File: config.mk
export PLATFORM = sky130hd
export DESIGN_NAME = cache_mem_arbiter
export DESIGN_NICKNAME = d
export VERILOG_FILES = /design/src/rtl/cache_mem_arbiter.sv
export SDC_FILE = /design/constraint.sdc
export NUM_CORES = 1
export LEC_CHECK = 0
export ABC_AREA = 1
export CAP_MARGIN = 20
export CELL_PAD_IN_SITES_DETAIL_PLACEMENT = 1
export CELL_PAD_IN_SITES_GLOBAL_PLACEMENT = 2
export CORE_ASPECT_RATIO = 1.1
export CORE_MARGIN = 4
export CORE_UTILIZATION = 10
export DETAILED_ROUTE_END_ITERATION = 10
export HOLD_SLACK_MARGIN = 0.1
export PLACE_DENSITY = 0.95
export SLEW_MARGIN = 20
export SYNTH_ARGS = -nofsm -noshare
export SYNTH_HDL_FRONTEND = slang
export SYNTH_SLANG_ARGS = --single-unit
File: constraint.sdc
create_clock -name clk -period 1.5 [get_ports clk]
set_input_delay 0.3 -clock clk [delete_from_list [all_inputs] [get_ports clk]]
set_output_delay 0.3 -clock clk [all_outputs]
set_load 0.02 [all_outputs]
File: src/rtl/cache_mem_arbiter.sv
// ============================================================================
// Module   : cache_mem_arbiter
// Purpose  : Round-robin arbiter sharing one SRAM-like bridge port between
//            the I-cache and D-cache, one outstanding transaction at a time.
// Revision : 1.0 - initial release
// ============================================================================
`default_nettype none

module cache_mem_arbiter #(
   parameter int ADDR_W = 32,
   parameter int DATA_W = 32
) (
   input  logic              clk,
   input  logic              rst,
   // instruction cache
   input  logic              inst_req,
   input  logic [1:0]        inst_size,
   input  logic [ADDR_W-1:0] inst_addr,
   output logic [DATA_W-1:0] inst_rdata,
   output logic              inst_addr_ok,
   output logic              inst_data_ok,
   // data cache
   input  logic              data_req,
   input  logic              data_wr,
   input  logic [1:0]        data_size,
   input  logic [ADDR_W-1:0] data_addr,
   input  logic [DATA_W-1:0] data_wdata,
   output logic [DATA_W-1:0] data_rdata,
   output logic              data_addr_ok,
   output logic              data_data_ok,
   // bridge
   output logic              mem_req,
   output logic              mem_wr,
   output logic [1:0]        mem_size,
   output logic [ADDR_W-1:0] mem_addr,
   output logic [DATA_W-1:0] mem_wdata,
   input  logic [DATA_W-1:0] mem_rdata,
   input  logic              mem_addr_ok,
   input  logic              mem_data_ok
);

   typedef enum logic [2:0] {
      S_IDLE   = 3'd0,
      S_ADDR_I = 3'd1,
      S_ADDR_D = 3'd2,
      S_DATA_I = 3'd3,
      S_DATA_D = 3'd4
   } state_t;

   state_t state_q, state_d;
   logic   last_grant_q, last_grant_d;   // 0 = inst, 1 = data
   logic   sel_inst, sel_data;

   always_ff @(posedge clk) begin
      if (rst) begin
         state_q      <= S_IDLE;
         last_grant_q <= 1'b0;
      end else begin
         state_q      <= state_d;
         last_grant_q <= last_grant_d;
      end
   end

   always_comb begin
      state_d      = state_q;
      last_grant_d = last_grant_q;
      sel_inst     = 1'b0;
      sel_data     = 1'b0;
      mem_req      = 1'b0;
      inst_addr_ok = 1'b0;
      inst_data_ok = 1'b0;
      data_addr_ok = 1'b0;
      data_data_ok = 1'b0;

      case (state_q)
         S_IDLE: begin
            if (inst_req || data_req) begin
               // On a tie the side that did not win last time goes first.
               if (data_req && (!inst_req || !last_grant_q)) begin
                  sel_data = 1'b1;
               end else begin
                  sel_inst = 1'b1;
               end
               mem_req      = 1'b1;
               last_grant_d = sel_data;
               if (mem_addr_ok) begin
                  inst_addr_ok = sel_inst;
                  data_addr_ok = sel_data;
                  state_d      = sel_data ? S_DATA_D : S_DATA_I;
               end else begin
                  state_d      = sel_data ? S_ADDR_D : S_ADDR_I;
               end
            end
         end
         S_ADDR_I: begin
            sel_inst = 1'b1;
            mem_req  = inst_req;
            if (inst_req && mem_addr_ok) begin
               inst_addr_ok = 1'b1;
               state_d      = S_DATA_I;
            end
         end
         S_ADDR_D: begin
            sel_data = 1'b1;
            mem_req  = data_req;
            if (data_req && mem_addr_ok) begin
               data_addr_ok = 1'b1;
               state_d      = S_DATA_D;
            end
         end
         S_DATA_I: begin
            inst_data_ok = mem_data_ok;
            if (mem_data_ok) begin
               state_d = S_IDLE;
            end
         end
         S_DATA_D: begin
            data_data_ok = mem_data_ok;
            if (mem_data_ok) begin
               state_d = S_IDLE;
            end
         end
         default: begin
            state_d = S_IDLE;
         end
      endcase

      // Reset silences every output, whatever the inputs are doing.
      if (rst) begin
         sel_inst     = 1'b0;
         sel_data     = 1'b0;
         mem_req      = 1'b0;
         inst_addr_ok = 1'b0;
         inst_data_ok = 1'b0;
         data_addr_ok = 1'b0;
         data_data_ok = 1'b0;
      end
   end

   assign mem_addr   = sel_data ? data_addr : (sel_inst ? inst_addr : '0);
   assign mem_size   = sel_data ? data_size : (sel_inst ? inst_size : 2'b00);
   assign mem_wr     = sel_data & data_wr;
   assign mem_wdata  = sel_data ? data_wdata : '0;

   assign inst_rdata = rst ? '0 : mem_rdata;
   assign data_rdata = rst ? '0 : mem_rdata;

endmodule

`default_nettype wire

Word-level counts from Yosys, hierarchy flattened --
Cells that the tools add are included.
Storage, ports and cells: output and inout bits 136, logic and storage cells 63, flip-flop bits (word level) 4, input bits 139
Operators by class: equal/unequal tests 8, bitwise operators 1, reductions and logical operators 11, muxes and demuxes 41
Operators by type and width (count):
- 32-bit two-way mux | 4
- 1-bit two-way mux | 22
- 3-bit two-way mux | 6
- 3-bit case mux with 4 select lines | 1
- 1-bit case mux with 2 select lines | 4
- 3-bit by 2-bit == test with 1-bit output (second input constant) | 2
- 2-bit two-way mux | 3
- 2-bit != test (second input constant) | 3
- 4-bit AND reduction | 1
- 3-bit by 1-bit == test with 1-bit output (second input constant) | 1
- 3-bit == test (second input constant) | 1
- 1-bit logical AND | 3
- 3-bit zero test | 1
- 1-bit case mux with 3 select lines | 1
- 1-bit zero test | 2
- 1-bit logical OR | 2
- 2-bit by 1-bit != test with 1-bit output (second input constant) | 1
- 2-bit AND reduction | 1
- 2-bit OR reduction | 1
- 1-bit AND | 1

Longest topological paths before layout --
depth after elaboration 10, depth in mapped cells 8, mapped depth without buffers 8

Worst setup path after synthesis --
OpenSTA, ideal clock, no wires.
path type register to output, start register state_q[0], end output mem_addr[25], stages on the path, launching flop included 7, arrival 1412 ps, data required time 1200 ps, buffers on the path 1, setup slack -212 ps, path through dfxtp_1 nor2_2 nand2_2 nor2_2 o21ai_2 buf_2 o21ai_0
On the way: word-level cells in the longest chain between the ends 5, elaborated cells on any way between the ends 9, those cells by class 2 x eq/ne; 6 x mux; 1 x reduce/logical
RTL lines:
- start: declaration | RTL line 50 | state_t state_q, state_d;
- start signal: assignment | RTL line 59 | state_q <= state_d;
- 3-bit by 1-bit == test with 1-bit output / 3-bit zero test (equally long branches) | RTL line 75 | case (state_q)
- 1-bit case mux with 2 select lines | RTL line 75
- 1-bit two-way mux | RTL line 129 | if (rst) begin
- 32-bit two-way mux | RTL line 140 | assign mem_addr = sel_data ? data_addr : (sel_inst ? inst_addr : '0);
- 32-bit two-way mux * | RTL line 140
- end: declaration | RTL line 35 | output logic [ADDR_W-1:0] mem_addr,
Mark *: on every way between the ends. The rest lies on a longest branch, timed or not.

Worst setup path in the final report --
start register state_q[2], end output mem_wdata[12]
On the way: word-level cells in the longest chain between the ends 4, elaborated cells on any way between the ends 5, those cells by class 1 x eq/ne; 3 x mux; 1 x reduce/logical
RTL lines:
- 3-bit by 2-bit == test with 1-bit output / 3-bit zero test (equally long branches) | RTL line 75
- 1-bit case mux with 2 select lines * | RTL line 75
- 1-bit two-way mux * | RTL line 129
- 32-bit two-way mux * | RTL line 143 | assign mem_wdata = sel_data ? data_wdata : '0;
- end: declaration | RTL line 36 | output logic [DATA_W-1:0] mem_wdata,
Marks and branches as above.

==> results.json <==
{
  "status": "complete, but fails checks",
  "violations_in_the_final_reports": "setup timing",
  "synth_fa_ha_area_share_pct": 0.725,
  "clk_pin_slew_worst_paths_ns": 0.03,
  "slew_violations": 0,
  "fp-row-count": 50,
  "critPathRequiredTime_ns": 1.20,
  "vdd_drop_max_uv": 792,
  "die_width_um": 133,
  "placement.setup.worst_slack_ns": -1.09,
  "crit_type": "reg -> out",
  "hold_viol": 0,
  "route.vias.total": 3182,
  "io_buffers": 274,
  "portion_of_total_power_attributed_to_the_clock_network_pct": 5.9,
  "cp_max_fo": 8,
  "most-common-layout-cells": "134 x sky130_fd_sc_hd__clkdlybuf4s50_1, 107 x sky130_fd_sc_hd__inv_1, 78 x sky130_fd_sc_hd__buf_4, 70 x sky130_fd_sc_hd__buf_6, 40 x sky130_fd_sc_hd__nor2_4",
  "area_growth_pct": 217,
  "place_congestion": 0.837,
  "ys_seq_area_share_pct": 4.64,
  "overall_power_w": 0.00716,
  "antenna_left": 0,
  "timing.clock.skew_ns": 0.00439,
  "post_layout_net_count": 784,
  "muxShareOfSynthArea_pct": 0,
  "multi_input_area_um2": 1430,
  "synthArstFlopShare_pct": 0,
  "cts_root_buffer": "sky130_fd_sc_hd__clkbuf_16",
  "drive_above_1_share_pct": 49.4,
  "cts_made_buffers": 3,
  "post_synth_and_or_nand_nor_area_fraction_pct": 36.5,
  "worstPathArrival_ns": 1.78,
  "dieHeight_um": 146,
  "post-route-period-util_pct": 138,
  "initial_utilization_pct": 10.2,
  "power.switching_w": 0.00347,
  "layout_commonest_cell": "sky130_fd_sc_hd__clkdlybuf4s50_1",
  "static-leakage-power_nw": 2.74,
  "totalWireLength_um": 12900,
  "synthesis.nets": 496,
  "cts.htree.levels": 1,
  "numClockSinks": 4,
  "place_hpwl_um": 9970,
  "netlist-cell-type-count": 23,
  "max_clock_freq_mhz": 481,
  "seq_power_share_pct": 3.9,
  "endpoint_kind": "output pin",
  "die_area_um2": 19400,
  "final-seq-area_um2": 92.6,
  "power.density_nw_per_um2": 1310,
  "worst_slew_slack_as_a_fraction_of_its_limit_pct": 85.6,
  "n_diodes": 0,
  "min_period_ns": 2.08,
  "power.share.combinational_pct": 90.3,
  "coreArea_um2": 17000,
  "synth-seq-cells": 4,
  "grt_max_degree": 39,
  "floorplan.io_pins": 275,
  "transition_time_of_the_tightest_slew_check_pin_ns": 0.216,
  "clkLatencyLatePin_ns": 0.23,
  "rsz0062_at_grt": "true",
  "grtUsageTotal_pct": 11.9,
  "whs_ns": 0.527,
  "final_critical_path_setup_slack_ns": -0.577,
  "syn_inst": 356,
  "max-clock-path-buffers": 2,
  "finalSetupViolations": 75,
  "route.detailed.wl_per_inst_um": 14.8,
  "min_path_type": "reg -> reg",
  "drc": 0,
  "synth_area_um2": 1730,
  "final_core_util_pct": 32.2,
  "tritoncts": "yes",
  "grt_antenna_before_repair": 0,
  "globalRouteOverflowTotal": 0,
  "post_synth.cell_area_avg_um2": 4.85,
  "wire_length_of_the_first_global_routing_pass_um": 19100,
  "synth_edf_count": 0,
  "main_combinational_cell_family_by_area_after_synthesis": "buffers and inverters",
  "fillers": 2071,
  "initialDrtViolationCount": 59,
  "holdBufCountCts": 0,
  "synth_flop_cell": "sky130_fd_sc_hd__dfxtp_1",
  "drtPass1Iterations": 4,
  "synth_xor_xnor_area_share_pct": 0,
  "vias_in_the_first_global_route": 3377,
  "synth.yosys.warnings": 0,
  "netSwitchingFraction_pct": 48.4,
  "drv_cap": 0,
  "critical_path.startpoint_type": "register",
  "synth_compound_area_share_pct": 12.6,
  "internal_power_w": 0.00369,
  "avgViaCountPerCell": 3.63
}
==> cells in the mapped netlist, types with 2 or more instances <==
| master | count | share of area [%] |
|---|---|---|
| sky130_fd_sc_hd__dfxtp_1 | 4 | 4.6 |
| sky130_fd_sc_hd__clkbuf_1 | 6 | 1.3 |
| sky130_fd_sc_hd__nor2_1 | 81 | 18 |
| sky130_fd_sc_hd__buf_2 | 4 | 1.2 |
| sky130_fd_sc_hd__nand3_1 | 39 | 11 |
| sky130_fd_sc_hd__a21oi_1 | 3 | 0.87 |
| sky130_fd_sc_hd__nor2_2 | 3 | 1.1 |
| sky130_fd_sc_hd__nor3_1 | 2 | 0.58 |
| sky130_fd_sc_hd__nand2_1 | 18 | 3.9 |
| sky130_fd_sc_hd__o21ai_0 | 36 | 10 |
| sky130_fd_sc_hd__buf_4 | 32 | 14 |
| sky130_fd_sc_hd__buf_6 | 7 | 4.6 |
| sky130_fd_sc_hd__inv_1 | 111 | 24 |
==> power groups by stage <==
stage	logic [W]	registers [W]	clock network, W
after global routing	0.00687	0.000289	0.000433
after detailed placement	0.00528	0.000245	0
after CTS	0.00574	0.000255	0.000425
final	0.00646	0.000276	0.000420
after global placement	0.00520	0.000242	0
after floorplan	0.00281	0.000228	0
==> layer usage <==
| layer | up-vias | share of wire, % | GRT usage, % |
|---|---|---|---|
| li1 | 1575 | - | - |
| met1 | 1477 | 37 | 13.3 |
| met2 | 120 | 56 | 24.0 |
| met3 | 10 | 5.4 | 2.07 |
| met4 | 0 | 1.3 | 1.44 |
| met5 | - | 0 | 0 |
==> final timing paths <==
kind,startpoint,endpoint,slack [ns],depth (start not counted)
min,last_grant_q,last_grant_q,0.53,2
min reg2reg,last_grant_q,last_grant_q,0.53,2
max,state_q[2],mem_wdata[12],-0.58,10
max reg2reg,state_q[0],state_q[0],-0.17,14
==> stage by stage <==
stage / TNS (ns) / area (um^2) / std cells
2_1_floorplan: -3.60 / 2020 / 356
3_3_place_gp: -114.99 / 5030 / 853
3_5_place_dp: -117.82 / 5030 / 853
4_1_cts: -35.38 / 5110 / 873
5_1_grt: -38.12 / 5460 / 876
6_report: -32.40 / 5460 / 876
==> critical path, cell delays in order (launching register included) <==
cell and delay, ns:
sky130_fd_sc_hd__dfxtp_4 0.37, sky130_fd_sc_hd__nor2_4 0.12, sky130_fd_sc_hd__nand2_4 0.08, sky130_fd_sc_hd__nor2_4 0.14
sky130_fd_sc_hd__o21ai_4 0.07, sky130_fd_sc_hd__buf_12 0.15, sky130_fd_sc_hd__buf_6 0.12, sky130_fd_sc_hd__buf_16 0.15
sky130_fd_sc_hd__buf_4 0.14, sky130_fd_sc_hd__nor2_4 0.08, sky130_fd_sc_hd__buf_6 0.12
==> cell type report <==
class / instances / share of cell area [%]
Timing Repair Buffer: 333 / 57.7
Sequential cell: 4 / 1.69
Inverter: 112 / 7.74
Tap cell: 234 / 5.36
Multi-Input combinational cell: 190 / 26.1
Clock buffer: 3 / 1.37
==> what timing repair did <==
action,in CTS,in global routing
gates cloned,2,0
resized for setup,666,149
pin swaps,10,11
setup endpoints to repair,139,111
setup buffers,16,5
==> logic make-up after synthesis <==
| group | count (synthesis) |
|---|---|
| flip-flops | 4 |
| AO/OA/AOI/OAI | 42 |
| adder cells (fa/ha/maj) | 1 |
| buffers and inverters | 162 |
| AND/OR/NAND/NOR | 147 |
==> registers in the layout (all words and copies together), names as in the netlist <==
name,flops
last_grant_q,1
state_q,3
(Power assumes the default switching activity.)
==> RTL change 1: new RTL, same flow settings <==
The 5 states of `state_t` get a Gray code encoding in 3 bits.
--- a/src/rtl/cache_mem_arbiter.sv
+++ b/src/rtl/cache_mem_arbiter.sv
@@ -41,9 +41,9 @@
 
    typedef enum logic [2:0] {
-      S_IDLE   = 3'd0,
-      S_ADDR_I = 3'd1,
-      S_ADDR_D = 3'd2,
-      S_DATA_I = 3'd3,
-      S_DATA_D = 3'd4
+      S_IDLE   = 3'b000,
+      S_ADDR_I = 3'b001,
+      S_ADDR_D = 3'b011,
+      S_DATA_I = 3'b010,
+      S_DATA_D = 3'b110
    } state_t;
 
Formal check against the unedited RTL: same outputs for any inputs over 10 cycles, from zero or initial values and one cycle with rst high; not proved beyond that.
==> RTL change 1 against the unedited design <==
  * Largest power group unchanged
  * Setup slack gained 110 ps
  * Cell area decreased by 0.82%
  * Via count fell by 2.5%
  * Non-clock buffer count fell by 8
  * Critical path type unchanged
  * Routed wire length shrank 6.2%
  * Sequential cell count unchanged
  * Synthesized area fell by 6.9%
  * Register-to-register slack gained 260 ps
  * First-iteration DRC count shrank 31%
  * The run still ends with negative setup slack left
  * Total power is 9.5% lower
==> RTL change 1: results <==
global_routing:
  antenna_found_initial: 1
  grt_max_degree: 25
  grt_pass1_wl_um: 17100
  grt.met2_usage_pct: 22.7
  gr-usage-met3_pct: 2.77
status:
  outcome: "finished with violations"
  violations: "negative setup slack"
route:
  vias: 3102
  drt_iter0_markers: 41
  routed-wl-met2_um: 6540
  dr_wl_met3_um: 1060
  wl_per_cell_um: 14.6
  wl_met1_um: 4310
power_and_ir_drop:
  vdd_drop_max_v: 0.000520
timing:
  finalWorstSetupSlack_ps: -471
  finalSetupViolations: 72
  holdWs_ps: 481
  skew_ps: 3.48
  tightestPinTransition_ps: 252
place:
  dpl.cell_count: 814
  gp_congestion: 0.797
  hpwlAfterDp_um: 9930
cells_and_area:
  finalNonFillerCells: 828
  nFillCells: 1896
  drive_above_1_share_pct: 46.0
worst_setup_path:
  r2r_end: "state_q[1]"
  crit_start: "state_q[1]"
  reg2reg_from: "state_q[0]"
  ff2ff_path_depth: 9
  crit_fanout: 6
  r2r_slack_ps: 90
synth:
  synthAdderAreaFrac_pct: 0
  synth_area_per_cell_um2: 4.60
  syn-num-nets: 488
  ys_types: 18
  synth-compound-area-share_pct: 3.35
  yosys-top-cells-count: "nand2_1, nor2_1, inv_1"
  ys_seq_area_share_pct: 4.98
clock_tree:
  post_cts_buffers: 4
  cts_resized: 722
RTL change 1: worst max-delay path: stages, from the launching register on:
cell	delay, ps
dfxtp_4	360
nor2_4	140
nand2_4	90
nor2_4	80
inv_2	50
a21oi_4	130
buf_12	140
inv_8	50
buf_12	140
nor2_4	120
buf_6	130
RTL change 1: final cells by class:
| cell class | count | share of cell area [%] |
|---|---|---|
| well taps | 200 | 4.62 |
| clock buffers | 3 | 1.39 |
| flip-flops and latches | 4 | 1.64 |
| inverters | 76 | 5.45 |
| multi-input cells | 220 | 27.3 |
| repair buffers | 325 | 59.6 |
RTL change 1: per-stage QoR:
stage	setup WS, ps	TNS (ps)	power (uW)
floorplan	-126	-7880	2430
global placement	-1160	-104670	4860
detailed placement	-1180	-106440	4910
CTS	-505	-32770	5850
global route	-559	-36190	6940
finish	-471	-29520	6480
RTL change 1: where the power goes:
part	internal [uW]	total [uW]	leakage, uW	switching, uW
Sequential	177	239	0.0000347	61.8
Combinational	2860	5810	0.00262	2940
Clock	342	429	0.0000370	87.7
==> RTL change 2: new RTL, same flow settings <==
Without the edit above. Change the parameter `DATA_W` from 32 to 48.
--- a/src/rtl/cache_mem_arbiter.sv
+++ b/src/rtl/cache_mem_arbiter.sv
@@ -9,5 +9,5 @@
 module cache_mem_arbiter #(
    parameter int ADDR_W = 32,
-   parameter int DATA_W = 32
+   parameter int DATA_W = 48
 ) (
    input  logic              clk,
Interface: changed (5 resized); port bits go from 275 to 355. No check against the original RTL was run, so the function may have changed too.
==> RTL change 2 against the unedited design <==
  * The flow still finishes with violations (negative setup slack)
  * Clock power grew 2%
  * Setup slack gained 62 ps
  * Cell area grew 30%
  * Count of clock-buffer cells in the layout is the same
  * Worst hold slack gained 11 ps
  * Routed wire length grew 32%
  * Sequential cell count is the same
  * Synthesized area grew 28%
  * Total power grew 35%
  * Largest power group unchanged
==> RTL change 2: results <==
route:
  topRoutingLayerUsed: "met4"
  vias: 3908
  vias_per_cell: 3.62
  dr_wl_met3_um: 1130
  routed_wl_um: 17100
  wl_met1_um: 5770
  routed-wl-met2_um: 9860
power_and_ir_drop:
  p_leak_uw: 0.00350
  p_seq_uw: 251
  comb_power_uw: 8950
  vdd_drop_max_v: 0.000646
  p_sw_share_pct: 48.5
cells_and_area:
  buf_share_pct: 56.6
  ff_latch_area_um2: 90.1
  comb.multi_input.count: 222
  nFillCells: 2659
  drive_above_1_share_pct: 53.0
  n_all_inverters: 144
  n_all_buffers: 418
  layout.nets: 965
  sh_seq_area_pct: 1.26
  multi_input_area_share_pct: 28.4
  clockNetworkAreaShare_pct: 1.05
global_routing:
  grt_pass1_vias: 4298
  grt_max_degree: 54
  antenna_found_initial: 0
  met1_usage_pct: 12.7
  grt_pass1_wl_um: 23500
  grt.met2_usage_pct: 24.6
  gr-usage-met3_pct: 2.07
  grtUsageTotal_pct: 12.1
worst_setup_path:
  crit_end: "mem_addr[12]"
  r2r_slack_ps: -50
  crit_fanout: 7
  r2r_end: "state_q[1]"
  ff2ff_path_depth: 12
  crit_arrival_ps: 1720
  reg2reg_from: "state_q[2]"
synth:
  ys_types: 20
  ys_top_cells_by_area: "inv_1, nor2_1, buf_4"
  synthCells: 440
  ys_seq_area_share_pct: 3.62
  syn-num-nets: 612
  yosysWarnings: 0
  yosys-top-cells-count: "inv_1, nor2_1, buf_4"
timing:
  finalSetupViolations: 91
  fin_tns_setup_ps: -38330
  skew_ps: 2.77
  tightestPinTransition_ps: 320
  finalWorstSetupSlack_ps: -515
  holdWs_ps: 538
die:
  core-area_um2: 21600
place:
  dpl.cell_count: 1055
  port_buffers: 354
  dpl_cell_area_um2: 6330
  hpwlAfterDp_um: 13200
  gp_congestion: 0.756
status:
  outcome: "finished with violations"
  violations: "negative setup slack"
-- RTL change 2: cell families after synthesis --
group                      share of synthesized area [%]
AOI/OAI and AO/OA                                   13.4
adders and majority gates                          0.565
buffers and inverters                               48.8
DFF                                                 3.62
and+or+nand+nor                                     33.6
-- RTL change 2: metrics by stage --
stage | total power [uW] | setup WS [ps]
3_5_place_dp | 6470 | -1210
5_1_grt | 10200 | -592
6_report | 9630 | -515
3_3_place_gp | 6400 | -1140
4_1_cts | 8640 | -540
2_1_floorplan | 3540 | -35.2
-- RTL change 2: what timing repair did --
item,in CTS,in global routing
hold buffers,0,0
resized for setup,930,159
endpoints found under the setup margin,187,138
pin swaps,9,19
cloned,6,3
setup buffers,12,10
-- RTL change 2: critical path: stages, from the launching register on --
cell and delay (ps):
dfxtp_4 350, nor2_4 140, nand2_4 80, buf_6 120
inv_4 60, nand3_4 80, nand2_8 170, clkbuf_16 180
nand3_2 60, o21ai_2 90, buf_6 140
